### src/rtl/vending_pkg.sv
// Shared types and constants for the vending controller.
// State encodings, coin values and a width helper for counters/indices.
package vending_pkg;

    typedef enum logic [1:0] {
        S_IDLE     = 2'd0,
        S_CREDIT   = 2'd1,
        S_DISPENSE = 2'd2,
        S_CHANGE   = 2'd3
    } state_t;

    localparam int COIN5  = 5;
    localparam int COIN10 = 10;

    // Bits needed to hold 0..n-1, never less than one.
    function automatic int cnt_w(input int n);
        return (n > 1) ? $clog2(n) : 1;
    endfunction

endpackage

### src/rtl/vending_if.sv
// Front-end <-> controller bundle: coin/keypad requests in,
// credit, state, dispenser and coin-hopper strobes out.
interface vending_if
    import vending_pkg::*;
#(
    parameter int CREDIT_W = 6,
    parameter int N_PROD   = 4
);
    localparam int SEL_W = cnt_w(N_PROD);

    logic                coin5;
    logic                coin10;
    logic                cancel;
    logic                sel_valid;
    logic [SEL_W-1:0]    sel;

    logic [CREDIT_W-1:0] credit;
    logic [1:0]          state;
    logic                coin_reject;
    logic                sel_error;
    logic                dispense_valid;
    logic [SEL_W-1:0]    dispense_id;
    logic                change10;
    logic                change5;
    logic                busy;

    modport master (
        output coin5, coin10, cancel, sel_valid, sel,
        input  credit, state, coin_reject, sel_error,
        input  dispense_valid, dispense_id,
        input  change10, change5, busy
    );

    modport slave (
        input  coin5, coin10, cancel, sel_valid, sel,
        output credit, state, coin_reject, sel_error,
        output dispense_valid, dispense_id,
        output change10, change5, busy
    );

endinterface

### src/rtl/vending_credit.sv
// Combinational credit datapath: saturating coin add with fit flag,
// price lookup/compare/subtract, and next change-coin decrement.
module vending_credit
    import vending_pkg::*;
#(
    parameter int                  CREDIT_W   = 6,
    parameter int                  N_PROD     = 4,
    parameter logic [N_PROD*8-1:0] PRICE      = {8'd25, 8'd20, 8'd20, 8'd15},
    parameter int                  CREDIT_MAX = 40,
    parameter int                  SEL_W      = cnt_w(N_PROD)
) (
    input  logic [CREDIT_W-1:0] credit,
    input  logic                coin5,
    input  logic                coin10,
    input  logic [SEL_W-1:0]    sel,
    output logic                coin_fit,
    output logic [CREDIT_W-1:0] coin_sum,
    output logic                sel_ok,
    output logic [CREDIT_W-1:0] sel_rem,
    output logic                chg_is10,
    output logic [CREDIT_W-1:0] chg_rem
);

    // Wide enough for credit + 15 and for any 8-bit price.
    localparam int AW = ((CREDIT_W > 8) ? CREDIT_W : 8) + 1;

    logic [AW-1:0] cx;
    logic [AW-1:0] add;
    logic [AW-1:0] sum;
    logic [AW-1:0] price;
    logic [AW-1:0] chg;
    logic          sel_in;

    always_comb begin
        cx  = AW'(credit);
        add = '0;
        if (coin5)
            add = add + AW'(COIN5);
        if (coin10)
            add = add + AW'(COIN10);
        sum = cx + add;
    end

    assign coin_fit = (sum <= AW'(CREDIT_MAX));
    assign coin_sum = CREDIT_W'(sum);

    // Out-of-range index leaves sel_in low and so fails sel_ok.
    always_comb begin
        price  = '0;
        sel_in = 1'b0;
        for (int i = 0; i < N_PROD; i++) begin
            if (32'(sel) == i) begin
                price  = AW'(PRICE[i*8 +: 8]);
                sel_in = 1'b1;
            end
        end
    end

    assign sel_ok  = sel_in && (cx >= price);
    assign sel_rem = CREDIT_W'(cx - price);

    assign chg_is10 = (cx >= AW'(COIN10));
    assign chg      = chg_is10 ? AW'(COIN10) : AW'(COIN5);
    assign chg_rem  = CREDIT_W'(cx - chg);

endmodule

### src/rtl/vending_fsm.sv
// Vending controller: credit FSM, dispense timer and change streamer.
// Ports: clk, rst_n (async, active-low), bus (vending_if.slave).
module vending_fsm
    import vending_pkg::*;
#(
    parameter int                  CREDIT_W        = 6,
    parameter int                  N_PROD          = 4,
    parameter logic [N_PROD*8-1:0] PRICE           = {8'd25, 8'd20, 8'd20, 8'd15},
    parameter int                  CREDIT_MAX      = 40,
    parameter int                  DISPENSE_CYCLES = 2
) (
    input  logic      clk,
    input  logic      rst_n,
    vending_if.slave  bus
);

    localparam int SEL_W = cnt_w(N_PROD);
    localparam int DW    = cnt_w(DISPENSE_CYCLES);
    localparam logic [DW-1:0] D_LOAD = DW'(DISPENSE_CYCLES - 1);

    if (N_PROD < 2) begin : g_bad_nprod
        $error("vending_fsm: N_PROD must be at least 2");
    end
    if (DISPENSE_CYCLES < 1) begin : g_bad_disp
        $error("vending_fsm: DISPENSE_CYCLES must be at least 1");
    end
    if ((CREDIT_MAX % 5) != 0 || CREDIT_MAX >= (1 << CREDIT_W)) begin : g_bad_max
        $error("vending_fsm: CREDIT_MAX illegal");
    end
    for (genvar i = 0; i < N_PROD; i++) begin : g_price_chk
        localparam int P = int'(PRICE[i*8 +: 8]);
        if ((P % 5) != 0 || P == 0 || P > CREDIT_MAX) begin : g_bad_price
            $error("vending_fsm: illegal price entry");
        end
    end

    state_t              state_q;
    logic [CREDIT_W-1:0] credit_q;
    logic                reject_q;
    logic                serr_q;
    logic                dv_q;
    logic [SEL_W-1:0]    did_q;
    logic                c10_q;
    logic                c5_q;
    logic                busy_q;
    logic [DW-1:0]       dcnt_q;

    logic                coin_any;
    logic                coin_fit;
    logic [CREDIT_W-1:0] coin_sum;
    logic                sel_ok;
    logic [CREDIT_W-1:0] sel_rem;
    logic                chg_is10;
    logic [CREDIT_W-1:0] chg_rem;

    assign coin_any = bus.coin5 | bus.coin10;

    vending_credit #(
        .CREDIT_W   (CREDIT_W),
        .N_PROD     (N_PROD),
        .PRICE      (PRICE),
        .CREDIT_MAX (CREDIT_MAX),
        .SEL_W      (SEL_W)
    ) u_credit (
        .credit   (credit_q),
        .coin5    (bus.coin5),
        .coin10   (bus.coin10),
        .sel      (bus.sel),
        .coin_fit (coin_fit),
        .coin_sum (coin_sum),
        .sel_ok   (sel_ok),
        .sel_rem  (sel_rem),
        .chg_is10 (chg_is10),
        .chg_rem  (chg_rem)
    );

    always_ff @(posedge clk or negedge rst_n) begin
        if (!rst_n) begin
            state_q  <= S_IDLE;
            credit_q <= '0;
            reject_q <= 1'b0;
            serr_q   <= 1'b0;
            dv_q     <= 1'b0;
            did_q    <= '0;
            c10_q    <= 1'b0;
            c5_q     <= 1'b0;
            busy_q   <= 1'b0;
            dcnt_q   <= '0;
        end else begin
            reject_q <= 1'b0;
            serr_q   <= 1'b0;
            c10_q    <= 1'b0;
            c5_q     <= 1'b0;
            unique case (state_q)
                S_IDLE, S_CREDIT: begin
                    // Cancel only means something with credit held;
                    // in IDLE it falls through to select/coins.
                    if (bus.cancel && state_q == S_CREDIT) begin
                        state_q  <= S_CHANGE;
                        busy_q   <= 1'b1;
                        reject_q <= coin_any;
                    end else if (bus.sel_valid) begin
                        reject_q <= coin_any;
                        if (sel_ok) begin
                            credit_q <= sel_rem;
                            did_q    <= bus.sel;
                            dv_q     <= 1'b1;
                            dcnt_q   <= D_LOAD;
                            state_q  <= S_DISPENSE;
                            busy_q   <= 1'b1;
                        end else begin
                            serr_q <= 1'b1;
                        end
                    end else if (coin_any) begin
                        if (coin_fit) begin
                            credit_q <= coin_sum;
                            state_q  <= S_CREDIT;
                        end else begin
                            reject_q <= 1'b1;
                        end
                    end
                end
                S_DISPENSE: begin
                    reject_q <= coin_any;
                    if (dcnt_q == '0) begin
                        dv_q <= 1'b0;
                        if (credit_q != '0) begin
                            state_q <= S_CHANGE;
                        end else begin
                            state_q <= S_IDLE;
                            busy_q  <= 1'b0;
                        end
                    end else begin
                        dcnt_q <= dcnt_q - 1'b1;
                    end
                end
                S_CHANGE: begin
                    reject_q <= coin_any;
                    c10_q    <= chg_is10;
                    c5_q     <= ~chg_is10;
                    credit_q <= chg_rem;
                    // Last coin and return to IDLE share one cycle.
                    if (chg_rem == '0) begin
                        state_q <= S_IDLE;
                        busy_q  <= 1'b0;
                    end
                end
            endcase
        end
    end

    assign bus.credit         = credit_q;
    assign bus.state          = state_q;
    assign bus.coin_reject    = reject_q;
    assign bus.sel_error      = serr_q;
    assign bus.dispense_valid = dv_q;
    assign bus.dispense_id    = did_q;
    assign bus.change10       = c10_q;
    assign bus.change5        = c5_q;
    assign bus.busy           = busy_q;

endmodule

### src/flat_wrapper.sv
// flat-port wrapper written by rule: the top's interface ports become plain ports
module vending_fsm_flat import vending_pkg::*;
#(
    parameter int                  CREDIT_W        = 6,
    parameter int                  N_PROD          = 4,
    parameter logic [N_PROD*8-1:0] PRICE           = {8'd25, 8'd20, 8'd20, 8'd15},
    parameter int                  CREDIT_MAX      = 40,
    parameter int                  DISPENSE_CYCLES = 2
)
  (clk, rst_n, bus_coin5, bus_coin10, bus_cancel, bus_sel_valid, bus_sel, bus_credit, bus_state, bus_coin_reject, bus_sel_error, bus_dispense_valid, bus_dispense_id, bus_change10, bus_change5, bus_busy);
  vending_if #(.CREDIT_W(CREDIT_W), .N_PROD(N_PROD)) bus_i ();
  input  logic clk;
  input  logic rst_n;
  input wire logic [$bits(bus_i.coin5)-1:0] bus_coin5;
  input wire logic [$bits(bus_i.coin10)-1:0] bus_coin10;
  input wire logic [$bits(bus_i.cancel)-1:0] bus_cancel;
  input wire logic [$bits(bus_i.sel_valid)-1:0] bus_sel_valid;
  input wire logic [$bits(bus_i.sel)-1:0] bus_sel;
  output wire logic [$bits(bus_i.credit)-1:0] bus_credit;
  output wire logic [$bits(bus_i.state)-1:0] bus_state;
  output wire logic [$bits(bus_i.coin_reject)-1:0] bus_coin_reject;
  output wire logic [$bits(bus_i.sel_error)-1:0] bus_sel_error;
  output wire logic [$bits(bus_i.dispense_valid)-1:0] bus_dispense_valid;
  output wire logic [$bits(bus_i.dispense_id)-1:0] bus_dispense_id;
  output wire logic [$bits(bus_i.change10)-1:0] bus_change10;
  output wire logic [$bits(bus_i.change5)-1:0] bus_change5;
  output wire logic [$bits(bus_i.busy)-1:0] bus_busy;
  assign bus_i.coin5 = bus_coin5;
  assign bus_i.coin10 = bus_coin10;
  assign bus_i.cancel = bus_cancel;
  assign bus_i.sel_valid = bus_sel_valid;
  assign bus_i.sel = bus_sel;
  assign bus_credit = bus_i.credit;
  assign bus_state = bus_i.state;
  assign bus_coin_reject = bus_i.coin_reject;
  assign bus_sel_error = bus_i.sel_error;
  assign bus_dispense_valid = bus_i.dispense_valid;
  assign bus_dispense_id = bus_i.dispense_id;
  assign bus_change10 = bus_i.change10;
  assign bus_change5 = bus_i.change5;
  assign bus_busy = bus_i.busy;
  vending_fsm #(.CREDIT_W(CREDIT_W), .N_PROD(N_PROD), .PRICE(PRICE), .CREDIT_MAX(CREDIT_MAX), .DISPENSE_CYCLES(DISPENSE_CYCLES)) u_core (.clk(clk), .rst_n(rst_n), .bus(bus_i));
endmodule
### config.mk
export PLATFORM = sky130hd
export DESIGN_NAME = vending_fsm_flat
export DESIGN_NICKNAME = d
export VERILOG_FILES = /design/src/rtl/vending_pkg.sv /design/src/rtl/vending_if.sv /design/src/rtl/vending_credit.sv /design/src/rtl/vending_fsm.sv /design/src/flat_wrapper.sv
export SDC_FILE = /design/constraint.sdc
export NUM_CORES = 1
export LEC_CHECK = 0
export CAP_MARGIN = 40
export CORE_MARGIN = 2
export CORE_UTILIZATION = 35
export DETAILED_ROUTE_END_ITERATION = 16
export PLACE_DENSITY = 0.63
export SYNTH_ARGS = -nofsm -noshare
export SYNTH_HDL_FRONTEND = slang
export SYNTH_SLANG_ARGS = --single-unit
export TNS_END_PERCENT = 50
### constraint.sdc
create_clock -name clk -period 3.44 [get_ports clk]
set_clock_uncertainty 0.2 [all_clocks]
set_input_delay 0.86 -clock clk [delete_from_list [all_inputs] [get_ports clk]]
set_output_delay 0.86 -clock clk [all_outputs]
set_load 0.02 [all_outputs]
; ---- Word level (Yosys, flattened, before mapping)
; Index checks and enable logic that the tools add are counted.
[totals]
reg_bits = 17
in_bits = 8
out_inout_bits = 16
[op_classes]
addsub = 5
n_lt_le_gt_ge = 3
n_eq_ne = 20
n_mux = 49
bitwise_logic = 3
reduce_logical = 16
[op_table]
columns = op, count
row1 = $mux W9, 4
row2 = $mux W6, 5
row3 = $mux W1, 23
row4 = $reduce_and A5 Y1, 4
row5 = $mux W2, 8
row6 = $ne A3 B2 Y1 const B, 4
row7 = $ne A4 B2 Y1 const B, 3
row8 = $pmux W6 S2, 1
row9 = $add A6 B9 Y9, 1
row10 = $ge A6 B9 Y1, 1
row11 = $le A9 B6 Y1 const B, 1
row12 = $eq A2 B2 Y1 const B, 4
row13 = $mux W4, 2
row14 = $ne A2 B2 Y1 const B, 4
row15 = $reduce_and A4 Y1, 2
row16 = $ge A6 B4 Y1 const B, 1
row17 = $logic_not A6 Y1, 1
row18 = $pmux W1 S2, 3
row19 = $pmux W2 S3, 1
row20 = $reduce_bool A6 Y1, 1
row21 = $sub A6 B4 Y6, 1
row22 = $sub A6 B6 Y6, 1
row23 = $add A3 B4 Y5 const B, 1
row24 = $eq A2 B1 Y1 const B, 2
row25 = other kinds (11), 17

; ---- Logic depth before layout (Yosys ltp)
; Gate-level depths: netlist of run 1.
[depth]
ltp_word = 11
depth_mapped = 12
mapped_depth_nobuf = 11

; ---- By module
; Synthesis of run 1 repeated with hierarchy kept, for this count alone.
[hier_totals]
hier_cells = 173
area_unflattened_um2 = 1535.2
[modules_own_cells]
columns = mod, n_inst, cells_per_inst, area_per_inst_um2, seq_area_each_um2
row1 = vending_fsm, 1, 86, 873.3, 425.4
row2 = vending_credit, 1, 87, 661.9, 0.0

; ---- Worst setup path before layout of run 1
; OpenSTA, ideal clock, no wires.
[synth_timing]
path_type = register to register
from = register u_core.credit_q[4] (netlist: u_core.bus.credit[4])
to = register u_core.state_q[0] (netlist: u_core.bus.state[0])
setup_ns = 0.140
arrival_time_ns = 2.736
path_slack_ns = 0.365
stages_incl_launch_ff = 13
synth_period_minus_slack_ns = 3.075
cell_sequence = dfrtp_1 > buf_6 > nor2_1 > nand2_1 > inv_1 > ha_1 > fa_1 > nand2b_1 > a21oi_1 > mux2_2 > o41ai_4 > nor3b_1 > a211oi_1
[synth_between]
elab_chain_len = 6
word_cells_on_any_way = 16
classes_between = add/sub (2) / order compare (3) / eq/ne (3) / mux (4) / reduce/logical (4)
[synth_rtl]
columns = element, line
row1 = "start, declared", vending_fsm.sv:38  ; logic [CREDIT_W-1:0] credit_q;
row2 = "start signal, assigned", vending_fsm.sv:105  ; credit_q <= sel_rem;
row3 = "start signal, assigned", vending_fsm.sv:116  ; credit_q <= coin_sum;
row4 = "start signal, assigned", vending_fsm.sv:141  ; credit_q <= chg_rem;
row5 = $ge A6 B4 Y1, vending_credit.sv:62  ; assign chg_is10 = (cx >= AW'(COIN10));
row6 = $mux W4, vending_credit.sv:63  ; assign chg = chg_is10 ? AW'(COIN10) : AW'(COIN5);
row7 = $sub A6 B4 Y6, vending_credit.sv:64  ; assign chg_rem = CREDIT_W'(cx - chg);
row8 = $logic_not A6 Y1, vending_fsm.sv:143  ; if (chg_rem == '0) begin
row9 = $ne A2 B1 Y1 (no line), --
row10 = $reduce_and A5 Y1 (no line), --
row11 = "end signal, assigned", vending_fsm.sv:128  ; state_q <= S_CHANGE;
row12 = "end signal, assigned", vending_fsm.sv:130  ; state_q <= S_IDLE;
row13 = "end signal, assigned", vending_fsm.sv:144  ; state_q <= S_IDLE;
row14 = "end, declared", vending_fsm.sv:37  ; state_t state_q;
; Several ways; a longest one is shown, not always the timed one. The select of a mux whose other input is x is not followed.
; A chain may end at the register's enable or synchronous reset.

; ---- Worst setup path in the final report of run 1
[layout_timing]
from = input port bus_coin5
to = register u_core.credit_q[3] (netlist: u_core.bus.credit[3])
[layout_between]
elab_chain_len = 9
word_cells_on_any_way = 14
classes_between = add/sub (2) / order compare (1) / eq/ne (2) / mux (7) / bitwise (1) / reduce/logical (1)
[layout_rtl]
columns = element, line
row1 = "start, declared", flat_wrapper.sv:14  ; input wire logic [$bits(bus_i.coin5)-1:0] bus_coin5;
row2 = branches (longest 9 deep; another with $add A6 B9 Y9), --
; Parallel ways; which one is timed is not known. The select of a mux whose other input is x is not followed.

==> results.md, run 1 <==
* Number of flops mapped to enable cells by yosys at 0
* Die area at 5300 um2
* Final TNS setup at 0 ns
* HP Class: register to register
* Clock sinks at 17
* Nature of the critical path endpoint: register
* Hold_buf cts at 0
* Clk buf depth at 2
* Yosys top cell area share at 0.257
* Inserted Clock Buffers at 3
* Vias in the first global route at 1366
* Max-slew violation count at 0
* Status: finished clean
* DR iter-0 viols at 59
* Synthesis-to-layout area growth at 35.0%
* Site Rows at 25
* Top cells by area, synth: dfrtp_1 26%, ha_1 12%, a21oi_1 5.4%
* H-tree depth at 1
* Clock transition at the registers of the reported paths at 0.08 ns
* Ports at 24
* Vias at about 1500
* WP data required at 3.38 ns
* Asr flop ratio synth at 1.00
* HPWL Detailed at 3.35 mm
* Final net count at 262
* Flops & latches, synth at 17
* Clock Root Buffer: clkbuf_8
* Core Area at 4630 um2
* First-pass GRT wire length at 6.53 mm
* GRT overflow at 0
* Die Ht at between 70 and 80 um
* RSZ-0062 raised after global routing: false
* Largest net degree at the start of global routing at 18
* Main synth FF type: dfrtp_1
* Crit path max fanout at 4
* Post-place setup slack at -0.216 ns
* Count of cell types in the netlist at 52
* Tightest Pin Transition at approximately 0.5 ns
* CP arrival at 3.24 ns
* Post-synth top area cell: dfrtp_1
* WL/cell at 14.3 um
* Achievable Freq at around 0.30 GHz
* PwrDens at 1150 nW/um2
* Ys Warns at 0
* Drt pass-1 iters at 4
* Avg Cell Area, Syn at approximately 9.1 um2
* Worst Setup Start Kind: input port
* Post-route setup slack at 0.137 ns
* Most frequent cells in the layout: 29 x buf_4, 21 x clkdlybuf4s50_1, 19 x nor2_1, 17 x dfrtp_1
* DP Cell Count at ~280
* Peak supply drop at 0.354 mV
* Synth Instances at between 150 and 200
* Drt drc at 0
* Worst skew pair latency at about 0.26 ns
* MaxCap Viol Count at 0
* Endpoints failing setup at 0
* Post-route design area at between 2000 and 2500 um2
* Detailed Route WL at 4.12 mm
* Synth Cell Area at 1660 um2
* Worst hold path cell count at 2
* R2R cell count at 11
* Gr usage total at 0.156
* Static Leak at just over 1 nW
* CTS tree: done
* Fillers at 472
* Share of cells above drive strength 1 at 0.235
* Initial antenna violation count at 0
* Dpl cell area at 2140 um2
* Final instance count without filler cells at 288
* Tcrit/Tclk final at 0.960
* DRT antenna net count at 0
* Antenna cells at 0
* Final Hold Viols at 0
* Syn nets at 210
* Port Buffers at 23
* Initial core utilization at 0.358
* Post-layout min period at around 3.3 ns
* Via density per instance at 5.25
* Sequential share of the synthesized area at 0.257
* Commonest non-fill, non-tap cell in the layout: buf_4
* Die width at 72.8 um
* Slew margin rel. at 0.665
* Gpl congestion at ~0.86
* Kind of critical path: input port to register
## stage by stage
| step | power [mW] | utilization | hold WS (ns) |
|---|---|---|---|
| 6_report | 2.58 | 0.483 | 0.301 |
| 5_1_grt | 2.79 | 0.483 | 0.336 |
| 4_1_cts | 2.52 | 0.472 | 0.303 |
| 3_5_place_dp | 2.35 | 0.462 | 0.285 |
| 3_3_place_gp | 2.33 | 0.459 | 0.294 |
| 2_1_floorplan | 1.69 | - | 0.271 |
## worst max-delay path, stage by stage
cell,delay [ns]
clkdlybuf4s50_1,0.50
ha_1,0.17
inv_1,0.06
fa_2,0.37
xnor2_2,0.19
nor3b_1,0.08
nor3_1,0.22
o21ai_2,0.12
o31ai_4,0.33
mux2_4,0.33
## state kept, by name (all words and copies together) (netlist names)
signal	cells
u_core.bus.dispense_valid	1
u_core.bus.dispense_id	2
u_core.bus.sel_error	1
u_core.bus.change5	1
u_core.bus.coin_reject	1
u_core.bus.state	2
u_core.dcnt_q	1
u_core.bus.busy	1
u_core.bus.credit	6
u_core.bus.change10	1
## final timing paths
kind	from	end	slack, ns
worst max-delay path	bus_coin5	u_core.bus.credit[3]$_DFFE_PN0P_	0.14
worst min-delay path	u_core.bus.dispense_valid$_DFFE_PN0P_	u_core.bus.dispense_valid$_DFFE_PN0P_	0.30
worst max register to register	u_core.bus.credit[5]$_DFFE_PN0P_	u_core.bus.state[0]$_DFFE_PN0P_	0.45
worst min register to register	u_core.bus.dispense_valid$_DFFE_PN0P_	u_core.bus.dispense_valid$_DFFE_PN0P_	0.30
max in group asynchronous	rst_n	u_core.bus.change5$_DFF_PN0_	2.17
min in group asynchronous	rst_n	u_core.bus.coin_reject$_DFF_PN0_	0.72
## synth_stat cells (2+ instances only)
cell / number
nor2_1: 19
a21oi_1: 18
dfrtp_1: 17
ha_1: 16
inv_1: 12
nand2b_1: 9
nand2_1: 8
nor3_1: 5
o21ai_0: 5
a211oi_1: 4
mux2_2: 4
mux2i_1: 4
xnor2_1: 4
xor2_1: 4
a21o_1: 3
fa_1: 3
nand3_1: 3
and3_1: 2
buf_1: 2
buf_2: 2
mux2_4: 2
nand4_1: 2
nor3b_1: 2
nor4_1: 2
o211ai_1: 2
o21a_1: 2
o2bb2ai_1: 2
## layout make-up
| class | instances | area (um2) | share of cell area |
|---|---|---|---|
| Multi-Input combinational cell | 148 | 1180 | 0.529 |
| Timing Repair Buffer | 53 | 468 | 0.209 |
| Sequential cell | 17 | 425 | 0.190 |
| Tap cell | 54 | 67.6 | 0.0302 |
| Inverter | 12 | 45.0 | 0.0201 |
| Clock buffer | 3 | 41.3 | 0.0185 |
| Clock inverter | 1 | 5.00 | 0.00224 |
## power breakdown
group / total, mW / switching (mW) / internal [mW] / leakage [nW]
clock network: 0.155 / 0.0751 / 0.0804 / 0.0255
logic: 2.03 / 1.05 / 0.978 / 0.793
registers: 0.393 / 0.0955 / 0.297 / 0.206
## cell families (layout without fill, tap and decap cells)
group	Yosys count	in the layout	share of synthesized area
adder cells (fa/ha/maj)	19	19	0.157
AO/OA/AOI/OAI	52	52	0.247
buffers and inverters	18	69	0.0468
multiplexers	10	10	0.0695
XOR/XNOR	8	8	0.0423
flip-flops	17	17	0.257
AND/OR/NAND/NOR	59	59	0.181
## per-layer routing
metal,track usage,up-vias,routed length (um)
met1,0.237,714,2010
met5,0,-,0
met3,0.00829,2,125
met2,0.241,24,1960
met4,0.0370,0,24
li1,-,771,-
## what timing repair did
action	in CTS	in global routing
setup buffers	0	2
endpoints found under the setup margin	0	11
gates resized for setup	0	11
Power figures use the tool's default switching activity.
==> run 2: changes to the inputs <==
--- a/config.mk
+++ b/config.mk
@@ -7,9 +7,9 @@
 export LEC_CHECK = 0
 export CAP_MARGIN = 40
 export CORE_MARGIN = 2
-export CORE_UTILIZATION = 35
+export CORE_UTILIZATION = 55
 export DETAILED_ROUTE_END_ITERATION = 16
-export PLACE_DENSITY = 0.63
+export PLACE_DENSITY = 0.89
 export SYNTH_ARGS = -nofsm -noshare
 export SYNTH_HDL_FRONTEND = slang
 export SYNTH_SLANG_ARGS = --single-unit
==> results.md, run 2 (synthesis results as in run 1) <==
* Status: complete, but fails checks
* Failing checks: DRC
* WP data required at 3.45 ns
* Crit path buf inv count at 2
* Setup Buffers After CTS at 0
* Ports at 24
* Achievable Freq at 0.300 GHz
* Clk buf depth at 2
* Slowest stage cell, crit path: clkdlybuf4s50_1
* Max FFs per register at 6
* Drt drc at 1
* Commonest non-fill, non-tap cell in the layout: clkdlybuf4s50_1
* Core Area at 2810 um2
* Gr usage total at 0.298
* PwrDens at 1190 nW/um2
* DR iter-0 viols at 75
* First-pass GRT wire length at 7.77 mm
* Post-layout min period at approximately 3.3 ns
* Initial core utilization at 0.591
* Clock transition at the registers of the reported paths at 0.11 ns
* Die area at 3470 um2
* Detailed Route WL at 4.62 mm
* Flop2flop setup slack at between 0.2 and 0.25 ns
* Site Rows at 19
* Max-slew violation count at 0
* Hold_buf cts at 0
* Most frequent cells in the layout: 23 x clkdlybuf4s50_1, 22 x buf_4, 19 x nor2_1, 17 x a21oi_1, 16 x dfrtp_1
* Largest net degree at the start of global routing at 18
* Final net count at 255
* Clock Root Buffer: clkbuf_4
* Clock sinks at 17
* DP Cell Count at roughly 250
* Initial antenna violation count at 0
* Static Leak at a little under 1 nW
* Drt pass-1 iters at 10
* Via density per instance at 6.19
* Final Hold Viols at 0
* H-tree depth at 1
* Gpl congestion at between 0.9 and 1
* Fillers at ~200
* Vias in the first global route at roughly 1700
* GRT overflow at 0
* Crit path max fanout at 3
* Crit-path cells: clkdlybuf4s50_1 > ha_2 > inv_1 > fa_2 > nand2b_4 > a2111oi_4 > o41ai_1 > a21o_1 > o31ai_4 > mux2_4
* Vias at 1598
* Die Ht at 58.9 um
* HP Class: register to register
* WL/cell at 17.9 um
* Synthesis-to-layout area growth at 28.4%
* Endpoints failing setup at 0
* # resized after CTS at 0
* Tightest Pin Transition at 0.797 ns
* HPWL Detailed at 3.61 mm
* Slew margin rel. at 0.467
* Worst skew pair latency at around 0.31 ns
* Final core occ at 0.758
* Port Buffers at 23
* CP delay by family, top: compound AO/OA/AOI/OAI gates
* Kind of critical path: input port to register
* Die width at around 59 um
* Inserted Clock Buffers at 3
* Crit-path max cell delay at slightly below 0.5 ns
* CTS tree: done
* Final instance count without filler cells at 258
* Worst Setup Start Kind: input port
* DRT antenna net count at 0
* Share of cells above drive strength 1 at 0.211
* Tcrit/Tclk final at 0.969
* Nature of the critical path endpoint: register
* Antenna cells at 0
* RSZ-0062 raised after global routing: false
* MaxCap Viol Count at 0
* Peak supply drop at slightly above 0.8 mV
* CP arrival at 3.34 ns
## run 2: final timing paths
kind                                                         end  cells past startpoint                                  start
max reg2reg                      u_core.bus.state[0]$_DFFE_PN0P_                     11       u_core.bus.credit[5]$_DFFE_PN0P_
max in group asynchronous       u_core.bus.credit[5]$_DFFE_PN0P_                      1                                  rst_n
min reg2reg                u_core.bus.dispense_valid$_DFFE_PN0P_                      2  u_core.bus.dispense_valid$_DFFE_PN0P_
max                             u_core.bus.credit[3]$_DFFE_PN0P_                     10                              bus_coin5
min in group asynchronous          u_core.bus.change10$_DFF_PN0_                      1                                  rst_n
min                        u_core.bus.dispense_valid$_DFFE_PN0P_                      2  u_core.bus.dispense_valid$_DFFE_PN0P_
## run 2: layer usage
layer  up-vias  GRT usage  part of all wire
met5         -          0                 0
met4         0      0.166             0.028
met3        11     0.0484             0.058
met2        61      0.478              0.50
met1       763      0.382              0.41
li1        763          -                 -
## run 2: per-stage QoR
step	hold WS [ns]	worst slack (ns)	instance area, um2	setup TNS, ns	power (mW)
2_1_floorplan	0.271	0.365	1660	0	1.69
3_3_place_gp	0.279	-0.156	2070	-1.31	2.23
3_5_place_dp	0.297	-0.265	2070	-2.28	2.33
4_1_cts	0.319	0.0395	2090	0	2.46
5_1_grt	0.340	0.00947	2130	0	2.72
6_report	0.314	0.107	2130	0	2.53
## run 2: layout make-up
type	count	area [um2]	area share
Clock buffer	3	22.5	0.0106
Timing Repair Buffer	46	407	0.191
Clock inverter	1	5.00	0.00235
Inverter	12	45.0	0.0212
Tap cell	31	38.8	0.0182
Multi-Input combinational cell	148	1180	0.556
Sequential cell	17	427	0.201
## run 2: tightest hold or removal path, cell delays in order (launching register included)
cell     delay, ns
dfrtp_1       0.37
a21oi_1       0.04
nor2_1        0.07
## run 2: where the power goes
part / internal (mW) / switching, mW
clock network: 0.0436 / 0.0767
registers: 0.298 / 0.103
logic: 0.917 / 1.10
total: 1.26 / 1.28
==> run 3: changes to the inputs <==
--- a/config.mk
+++ b/config.mk
@@ -6,10 +6,12 @@
 export NUM_CORES = 1
 export LEC_CHECK = 0
 export CAP_MARGIN = 40
+export CELL_PAD_IN_SITES_DETAIL_PLACEMENT = 1
+export CELL_PAD_IN_SITES_GLOBAL_PLACEMENT = 2
 export CORE_MARGIN = 2
-export CORE_UTILIZATION = 55
+export CORE_UTILIZATION = 33
 export DETAILED_ROUTE_END_ITERATION = 16
-export PLACE_DENSITY = 0.89
+export PLACE_DENSITY = 0.87
 export SYNTH_ARGS = -nofsm -noshare
 export SYNTH_HDL_FRONTEND = slang
 export SYNTH_SLANG_ARGS = --single-unit
==> results.md, run 3 (synthesis results as in run 1) <==
* Max FFs per register at 6
* Clk buf depth at 2
* Drt pass-1 iters at 4
* Die width at ~75 um
* Initial antenna violation count at 0
* Detailed Route WL at 5.01 mm
* Int Pwr at 1.38 mW
* MaxCap Viol Count at 0
* Combinational power share at 0.798
* Most frequent cells in the layout: 28 x buf_4, 21 x clkdlybuf4s50_1, 19 x nor2_1, 17 x dfrtp_1, 16 x ha_1
* DRT antenna net count at 0
* Inserted Clock Buffers at 3
* Commonest non-fill, non-tap cell in the layout: buf_4
* Ports at 24
* Sw frac at 0.493
* Nature of the critical path endpoint: register
* Slew margin rel. at 0.467
* HP Class: register to register
* Crit path max fanout at 3
* Post-layout min period at about 3.3 ns
* DR iter-0 viols at 30
* Largest net degree at the start of global routing at 18
* Antenna cells at 0
* Max-slew violation count at 0
* Sw Pwr at between 1 and 1.5 mW
* Worst skew pair latency at 0.26 ns
* Achievable Freq at 0.300 GHz
* Initial core utilization at 0.346
* CP arrival at 3.28 ns
* Total power at 2.73 mW
* Endpoints failing setup at 0
* Sequential power share at 0.145
* HPWL Detailed at 3.86 mm
* Vias in the first global route at 1659
* Tcrit/Tclk final at 0.970
* CTS tree: done
* Gr usage total at 0.192
* PwrDens at 1180 nW/um2
* Site Rows at 25
* WL/cell at 16.7 um
* Die Ht at 74.9 um
* Die area at between 5000 and 6000 um2
* Peak supply drop at 0.609 mV
* WP data required at 3.39 ns
* Clock sinks at 17
* Core Area at roughly 4800 um2
* Clock power frac at 0.057
* Final net count at 261
* Post-place setup slack at -0.344 ns
* Static Leak at 1.03 nW
* Drt drc at 0
* Status: finished clean
* Kind of critical path: input port to register
* Tightest Pin Transition at 0.797 ns
* Synthesis-to-layout area growth at 39.1%
* Vias at 1581
* Port Buffers at 23
* Worst Setup Start Kind: input port
* First-pass GRT wire length at 8.11 mm
* Share of cells above drive strength 1 at 0.262
* GRT overflow at 0
* Gpl congestion at a little over 0.8
* Fillers at 549
* Post-route setup slack at between 0.1 and 0.15 ns
* Final TNS setup at 0 ns
* H-tree depth at 1
* Via density per instance at approximately 5.3
* Clock Root Buffer: clkbuf_8
* Clock transition at the registers of the reported paths at roughly 0.070 ns
* Final Hold Viols at 0
## run 3: cell types whose count changed in the layout (fill, tap and decap cells not counted), sizes merged
cell	before	now
buf	23	29
clkdlybuf4s50	23	21
dlymetal6s2s	0	2
## run 3: worst paths after layout
path | from | endpoint | slack [ns] | cells after the start
setup / recovery | bus_coin5 | u_core.bus.credit[2]$_DFFE_PN0P_ | 0.10 | 10
hold / removal | u_core.bus.dispense_valid$_DFFE_PN0P_ | u_core.bus.dispense_valid$_DFFE_PN0P_ | 0.31 | 2
setup reg to reg | u_core.bus.credit[1]$_DFFE_PN0P_ | u_core.bus.state[0]$_DFFE_PN0P_ | 0.35 | 11
hold reg to reg | u_core.bus.dispense_valid$_DFFE_PN0P_ | u_core.bus.dispense_valid$_DFFE_PN0P_ | 0.31 | 2
max in group asynchronous | rst_n | u_core.bus.credit[0]$_DFFE_PN0P_ | 1.68 | 1
min in group asynchronous | rst_n | u_core.bus.coin_reject$_DFF_PN0_ | 0.86 | 1
## run 3: repair_timing
action | in CTS | in global routing
pin swaps | 0 | 8
gates resized for setup | 2 | 21
setup endpoints to repair | 1 | 11
buffers inserted | 0 | 1
gates cloned | 0 | 0
hold buffers | 0 | 0
## run 3: stage by stage
stage | area, um2 | hold slack [ns] | util | std cells
2_1_floorplan | 1660 | 0.271 | - | 183
3_3_place_gp | 2150 | 0.296 | 0.449 | 295
3_5_place_dp | 2150 | 0.306 | 0.449 | 295
4_1_cts | 2200 | 0.322 | 0.460 | 299
5_1_grt | 2300 | 0.332 | 0.482 | 300
6_report | 2300 | 0.309 | 0.482 | 300
## run 3: area by class of cell
cell class                      count  area [um2]  share of cell area
Clock buffer                        3        41.3              0.0179
Clock inverter                      1        5.00             0.00217
Inverter                           12        45.0              0.0195
Multi-Input combinational cell    148        1250               0.541
Sequential cell                    17         425               0.185
Tap cell                           67        83.8              0.0364
Timing Repair Buffer               52         457               0.198
## run 3: worst max-delay path, stage by stage
cell and delay [ns]:
clkdlybuf4s50_1 0.48, ha_1 0.17, inv_1 0.06, fa_2 0.36
nand2b_4 0.18, a2111oi_4 0.39, o41ai_1 0.13, a21o_1 0.23
o31ai_4 0.10, mux2_4 0.33
## run 3: power by group through the flow
stage | clock, mW | combinational (mW) | sequential [mW]
after global placement | 0 | 1.95 | 0.389
after floorplan | 0 | 1.21 | 0.485
after detailed placement | 0 | 1.99 | 0.394
after CTS | 0.158 | 2.03 | 0.393
after global routing | 0.164 | 2.40 | 0.414
final | 0.156 | 2.18 | 0.394
## run 3: per-layer routing
metal / track usage / part of all wire
met5: 0 / 0
met4: 0.0635 / 0.023
met3: 0.0268 / 0.030
met2: 0.308 / 0.49
met1: 0.268 / 0.46
